==> config.mk <==
export PLATFORM = sky130hd
export DESIGN_NAME = apb_req_arbiter_flat
export DESIGN_NICKNAME = d
export VERILOG_FILES = /design/src/rtl/apb_req_arbiter_if.sv /design/src/rtl/apb_req_arbiter.sv /design/src/flat_wrapper.sv
export SDC_FILE = /design/constraint.sdc
export NUM_CORES = 1
export LEC_CHECK = 0
export ABC_AREA = 1
export ABC_CLOCK_PERIOD_IN_PS = 3300
export BUFFER_PORTS_ARGS = -buffer_cell sky130_fd_sc_hd__buf_2
export CORE_MARGIN = 2
export CORE_UTILIZATION = 48
export CTS_CLUSTER_SIZE = 10
export DETAILED_ROUTE_END_ITERATION = 6
export MAX_ROUTING_LAYER = met4
export PLACE_DENSITY_LB_ADDON = 0.1
export SYNTH_ARGS = -nofsm -noshare
export SYNTH_HDL_FRONTEND = slang
export SYNTH_SLANG_ARGS = --single-unit
==> constraint.sdc <==
create_clock -name pclk -period 3.3 [get_ports pclk]
set_input_delay 0.165 -clock pclk [delete_from_list [all_inputs] [get_ports pclk]]
set_output_delay 0.165 -clock pclk [all_outputs]
set_load 0.02 [all_outputs]
==> src/rtl/apb_req_arbiter_if.sv <==
// rtl/apb_req_arbiter_if.sv - APB bus between the request arbiter and the register-file slave
interface apb_req_arbiter_if #(
    parameter int ADDR_W = 32,
    parameter int DATA_W = 32
) ();
    logic [ADDR_W-1:0] paddr;
    logic [DATA_W-1:0] pwdata;
    logic              pwrite;
    logic              psel;
    logic              penable;
    logic [DATA_W-1:0] prdata;

    modport master (
        output paddr, pwdata, pwrite, psel, penable,
        input  prdata
    );

    modport slave (
        input  paddr, pwdata, pwrite, psel, penable,
        output prdata
    );
endinterface

==> src/rtl/apb_req_arbiter.sv <==
// rtl/apb_req_arbiter.sv - two-requester round-robin APB master; optional APB_ARB_ADDR_CHECK_EN rejects bad addresses
module apb_req_arbiter #(
    parameter int ADDR_W = 32,
    parameter int DATA_W = 32
) (
    input  logic              pclk,
    input  logic              preset,
    input  logic              r0_valid,
    output logic              r0_ready,
    input  logic              r0_write,
    input  logic [ADDR_W-1:0] r0_addr,
    input  logic [DATA_W-1:0] r0_wdata,
    output logic              r0_rsp_valid,
    input  logic              r1_valid,
    output logic              r1_ready,
    input  logic              r1_write,
    input  logic [ADDR_W-1:0] r1_addr,
    input  logic [DATA_W-1:0] r1_wdata,
    output logic              r1_rsp_valid,
    output logic [DATA_W-1:0] rsp_rdata,
    output logic              rsp_err,
    apb_req_arbiter_if.master apb
);

`ifdef APB_ARB_ADDR_CHECK_EN
    typedef enum logic [2:0] {S_IDLE, S_SETUP, S_ACCESS, S_CAPTURE, S_RESP, S_ERR} state_t;
`else
    typedef enum logic [2:0] {S_IDLE, S_SETUP, S_ACCESS, S_CAPTURE, S_RESP} state_t;
`endif

    state_t            state;
    state_t            next_state;
    logic              owner;
    logic              last_grant;
    logic              elig0;
    logic              elig1;
    logic              grant0;
    logic              grant1;
    logic              accept;
    logic              sel_write;
    logic [ADDR_W-1:0] sel_addr;
    logic [DATA_W-1:0] sel_wdata;
`ifdef APB_ARB_ADDR_CHECK_EN
    logic              req_bad;
`endif

    // RESP also accepts, but only from the requester not being answered,
    // so back-to-back contention runs one transaction every four cycles.
    always_comb begin
        elig0  = 1'b0;
        elig1  = 1'b0;
        if (!preset && (state == S_IDLE || state == S_RESP)) begin
            elig0 = r0_valid && !(state == S_RESP && owner == 1'b0);
            elig1 = r1_valid && !(state == S_RESP && owner == 1'b1);
        end
        grant0    = elig0 && (!elig1 || last_grant);
        grant1    = elig1 && (!elig0 || !last_grant);
        accept    = grant0 || grant1;
        sel_write = grant1 ? r1_write : r0_write;
        sel_addr  = grant1 ? r1_addr  : r0_addr;
        sel_wdata = grant1 ? r1_wdata : r0_wdata;
    end

`ifdef APB_ARB_ADDR_CHECK_EN
    always_comb begin
        req_bad = 1'b1;
        if (sel_addr == ADDR_W'(32'h0) || sel_addr == ADDR_W'(32'h4) ||
            sel_addr == ADDR_W'(32'h8) || sel_addr == ADDR_W'(32'hC) ||
            sel_addr == ADDR_W'(32'h10))
            req_bad = 1'b0;
        if (sel_write && sel_addr == ADDR_W'(32'h4))
            req_bad = 1'b1;
    end
`endif

    always_ff @(posedge pclk) begin
        if (preset)
            state <= S_IDLE;
        else
            state <= next_state;
    end

    always_comb begin
        next_state = state;
        case (state)
            S_IDLE, S_RESP: begin
                if (accept) begin
`ifdef APB_ARB_ADDR_CHECK_EN
                    next_state = req_bad ? S_ERR : S_SETUP;
`else
                    next_state = S_SETUP;
`endif
                end else begin
                    next_state = S_IDLE;
                end
            end
            S_SETUP:   next_state = S_ACCESS;
            S_ACCESS:  next_state = S_CAPTURE;
            S_CAPTURE: next_state = S_RESP;
`ifdef APB_ARB_ADDR_CHECK_EN
            S_ERR:     next_state = S_RESP;
`endif
            default:   next_state = S_IDLE;
        endcase
    end

    always_comb begin
        r0_ready     = grant0;
        r1_ready     = grant1;
        apb.psel     = (state == S_SETUP) || (state == S_ACCESS);
        apb.penable  = (state == S_ACCESS);
        r0_rsp_valid = (state == S_RESP) && (owner == 1'b0);
        r1_rsp_valid = (state == S_RESP) && (owner == 1'b1);
    end

    always_ff @(posedge pclk) begin
        if (preset) begin
            apb.paddr  <= '0;
            apb.pwdata <= '0;
            apb.pwrite <= 1'b0;
            owner      <= 1'b0;
            last_grant <= 1'b1;
            rsp_rdata  <= '0;
            rsp_err    <= 1'b0;
        end else begin
            if (accept) begin
                apb.paddr  <= sel_addr;
                apb.pwrite <= sel_write;
                apb.pwdata <= sel_write ? sel_wdata : '0;
                owner      <= grant1;
                last_grant <= grant1;
            end
            // The slave has no pready: read data is only valid in CAPTURE.
            if (state == S_CAPTURE) begin
                rsp_rdata <= apb.pwrite ? '0 : apb.prdata;
                rsp_err   <= 1'b0;
            end
`ifdef APB_ARB_ADDR_CHECK_EN
            if (state == S_ERR) begin
                rsp_rdata <= '0;
                rsp_err   <= 1'b1;
            end
`endif
        end
    end

endmodule

==> src/flat_wrapper.sv <==
// flat-port wrapper written by rule: the top's interface ports become plain ports
module apb_req_arbiter_flat 
#(
    parameter int ADDR_W = 32,
    parameter int DATA_W = 32
)
  (pclk, preset, r0_valid, r0_ready, r0_write, r0_addr, r0_wdata, r0_rsp_valid, r1_valid, r1_ready, r1_write, r1_addr, r1_wdata, r1_rsp_valid, rsp_rdata, rsp_err, apb_paddr, apb_pwdata, apb_pwrite, apb_psel, apb_penable, apb_prdata);
  apb_req_arbiter_if #(.ADDR_W(ADDR_W), .DATA_W(DATA_W)) apb_i ();
  input  logic pclk;
  input  logic preset;
  input  logic r0_valid;
  output logic r0_ready;
  input  logic r0_write;
  input  logic [ADDR_W-1:0] r0_addr;
  input  logic [DATA_W-1:0] r0_wdata;
  output logic r0_rsp_valid;
  input  logic r1_valid;
  output logic r1_ready;
  input  logic r1_write;
  input  logic [ADDR_W-1:0] r1_addr;
  input  logic [DATA_W-1:0] r1_wdata;
  output logic r1_rsp_valid;
  output logic [DATA_W-1:0] rsp_rdata;
  output logic rsp_err;
  output wire logic [$bits(apb_i.paddr)-1:0] apb_paddr;
  output wire logic [$bits(apb_i.pwdata)-1:0] apb_pwdata;
  output wire logic [$bits(apb_i.pwrite)-1:0] apb_pwrite;
  output wire logic [$bits(apb_i.psel)-1:0] apb_psel;
  output wire logic [$bits(apb_i.penable)-1:0] apb_penable;
  input wire logic [$bits(apb_i.prdata)-1:0] apb_prdata;
  assign apb_paddr = apb_i.paddr;
  assign apb_pwdata = apb_i.pwdata;
  assign apb_pwrite = apb_i.pwrite;
  assign apb_psel = apb_i.psel;
  assign apb_penable = apb_i.penable;
  assign apb_i.prdata = apb_prdata;
  apb_req_arbiter #(.ADDR_W(ADDR_W), .DATA_W(DATA_W)) u_core (.pclk(pclk), .preset(preset), .r0_valid(r0_valid), .r0_ready(r0_ready), .r0_write(r0_write), .r0_addr(r0_addr), .r0_wdata(r0_wdata), .r0_rsp_valid(r0_rsp_valid), .r1_valid(r1_valid), .r1_ready(r1_ready), .r1_write(r1_write), .r1_addr(r1_addr), .r1_wdata(r1_wdata), .r1_rsp_valid(r1_rsp_valid), .rsp_rdata(rsp_rdata), .rsp_err(rsp_err), .apb(apb_i));
endmodule
==> metrics <==
DRC viols=0; RSZ-0062 raised after global routing=false; fin crit share=89.9%; final setup violation count=0; CP max stage delay=0.57 ns; setup TNS=0 ns; Final min period=2.97 ns; antenna viol nets, final=0; DR pass1 iterations=4; initial antenna violation count=1; Yosys reg bits=102; GRT Overall Usage=25.5%; hold_ws=0.0516 ns; largest net degree at the start of global routing=68; Starting DRT DRC Count=306; # IOs=270; wire per inst=12.7 um; EDFF count, synth=0; Crit. End Element=primary output; most frequent cells after synthesis=nand2_1 (294), dfxtp_1 (102), nand3_1 (100); final non-filler cell area=6380 um2; Synth area leaders=dfxtp_1 (42%), nand2_1 (23%), nand3_1 (10%); Synth Instances=742; CTS HTree Levels=3; most used standard cell by instance count after synthesis=nand2_1; Post-Synthesis Cell Area=4880 um2; Congestion Overflow GR=0; Worst setup SP type=register; total number of vias=5356; Highest Clock Rate=337 MHz; Cell Area, Placed=6190 um2; share of the synthesized area in the top cell type=41.8%; asr flop ratio synth=0%; outcome=finished, final reports clean; Die X-Extent=105 um; max cap viols=0; Hold WC Path Type=in -> reg; post-CTS setup buffer count=0; predominant post-synthesis flop cell=dfxtp_1; Leak=3.65 nW; fillcell total=1017; Slowest cell on crit path=nand2_4; Core Area=9820 um2; skew final=0.0111 ns; DIE AREA=11000 um2; Worst EP required=3.13 ns; Synth area leader=dfxtp_1; sequential share of the synthesized area=41.8%; max-slew violation count=0; DP Wirelength=9970 um; share of cells above drive strength 1=30.8%; crit path max fanout=50; clk_lat worst skew=0.36 ns; area delta synth->final=30.6%; FP Rows=36; Setup CP Type=reg -> out; Vias/cell=4.81; GPL Wtd Cong=0.830; CP Data Arrival Time=2.80 ns; CTS tree=built; Slew @ Worst Pin=1.11 ns; worst-path cell chain=nor2_2 -> nand2_1 -> nor2_4 -> nand3_4 -> nand2_4 -> inv_2 -> nor2_1 -> buf_2; count of input and output buffers=268; clock slew at reported path FFs=0.11 ns; first-pass GRT wire length=22600 um; Final Hold Fails=0; Design Power=2.91 mW; synth unique cells=22; syn_nets=908; syn avg cell area=6.58 um2; Die Ht=105 um; power density cells=457 nW/um2; post-CTS sizing=0; Worst slew margin=26.0%; Syn. warnings=0; initial core utilization=49.7%; Max IR drop VDD=0.000279 V; vias in the first global route=4862; deepest clock path buffer count=2; NumNets Final=1141; clock sinks=102; TritonCTS Buffers=9; CTS root buf=clkbuf_8; hold buffers post-CTS=0; Routed WL=14200 um
[state kept, by name, summed over array words and instances (netlist names)]
| name | flops |
|---|---|
| u_core.state | 3 |
| u_core.apb.pwrite | 1 |
| u_core.apb.paddr | 32 |
| u_core.last_grant | 1 |
| u_core.apb.pwdata | 32 |
| u_core.rsp_rdata | 32 |
| u_core.owner | 1 |
[cell type report]
class                      count  area [um2]  area share, %
tap                          133         166           2.61
clock inverter                 6        56.3          0.883
inverter                      76         287           4.49
multi-input combinational    512        2310           36.2
antenna                        1        2.50         0.0392
timing repair buffer         274        1390           21.7
sequential                   102        2040           32.0
clock buffer                  10         128           2.00
[layer usage]
layer | track usage, % | vias to the layer above | share of wire [%]
li1 | - | 2780 | -
met1 | 31.1 | 2344 | 44
met2 | 42.4 | 196 | 48
met3 | 4.37 | 36 | 6.1
met4 | 9.62 | 0 | 2.5
met5 | - | - | 0
[placed cells by master, fill, tap and decap left out]
master      count
nand2_1       294
buf_2         268
dfxtp_1       102
nand3_1       100
inv_1          73
a21oi_1        65
nand3b_1       32
clkbuf_8        9
nor2_1          6
buf_4           6
nor2_2          3
clkinv_4        3
nor2_4          2
nand2_4         2
inv_2           2
nand2_2         2
o21ai_0         2
inv_8           2
diode_2         1
clkinv_2        1
nand3_4         1
nor3b_1         1
nor3_1          1
conb_1          1
clkbuf_1        1
clkinvlp_4      1
[where the power goes]
| part | switching [mW] | total (mW) | internal [mW] |
|---|---|---|---|
| sequential | 0.0439 | 1.37 | 1.32 |
| combinational | 0.514 | 0.804 | 0.290 |
| clock | 0.453 | 0.743 | 0.290 |
| total | 1.01 | 2.91 | 1.90 |
[metrics by stage]
stage | utilization (%) | instances | worst slack (ns)
after floorplan | - | 742 | 1.53
after global placement | 63.1 | 1097 | 0.462
after detailed placement | 63.1 | 1097 | 0.369
after CTS | 64.9 | 1113 | 0.308
after global routing | 65.0 | 1114 | 0.0217
final | 65.0 | 1114 | 0.332
[kinds of logic (layout without fill, tap and decap cells)]
group           after synthesis  count (layout)  share of synthesized area, %
simple gates                444             444                          40.3
compound gates               67              67                          6.86
buf+inv                     128             366                          10.9
other cells                   1               2                        0.0768
flops                       102             102                          41.8
[critical path: cells and delay by family, from the launching register on]
| kind | cells | cell delay [ns] |
|---|---|---|
| buffers and inverters | 2 | 0.58 |
| AND/OR/NAND/NOR | 6 | 1.50 |
| flip-flops | 1 | 0.34 |
[path summary, 6_finish.rpt]
path | depth (start not counted) | slack [ns] | endpoint | from
hold / removal | 3 | 0.05 | u_core.rsp_rdata[22] | apb_prdata[22]
hold reg to reg | 2 | 0.47 | u_core.apb.pwdata[12] | u_core.apb.pwdata[12]
setup reg to reg | 9 | 0.39 | u_core.apb.pwdata[31] | u_core.state[0]
setup / recovery | 8 | 0.33 | r0_ready | u_core.state[0]
(Power assumes the default switching activity.)
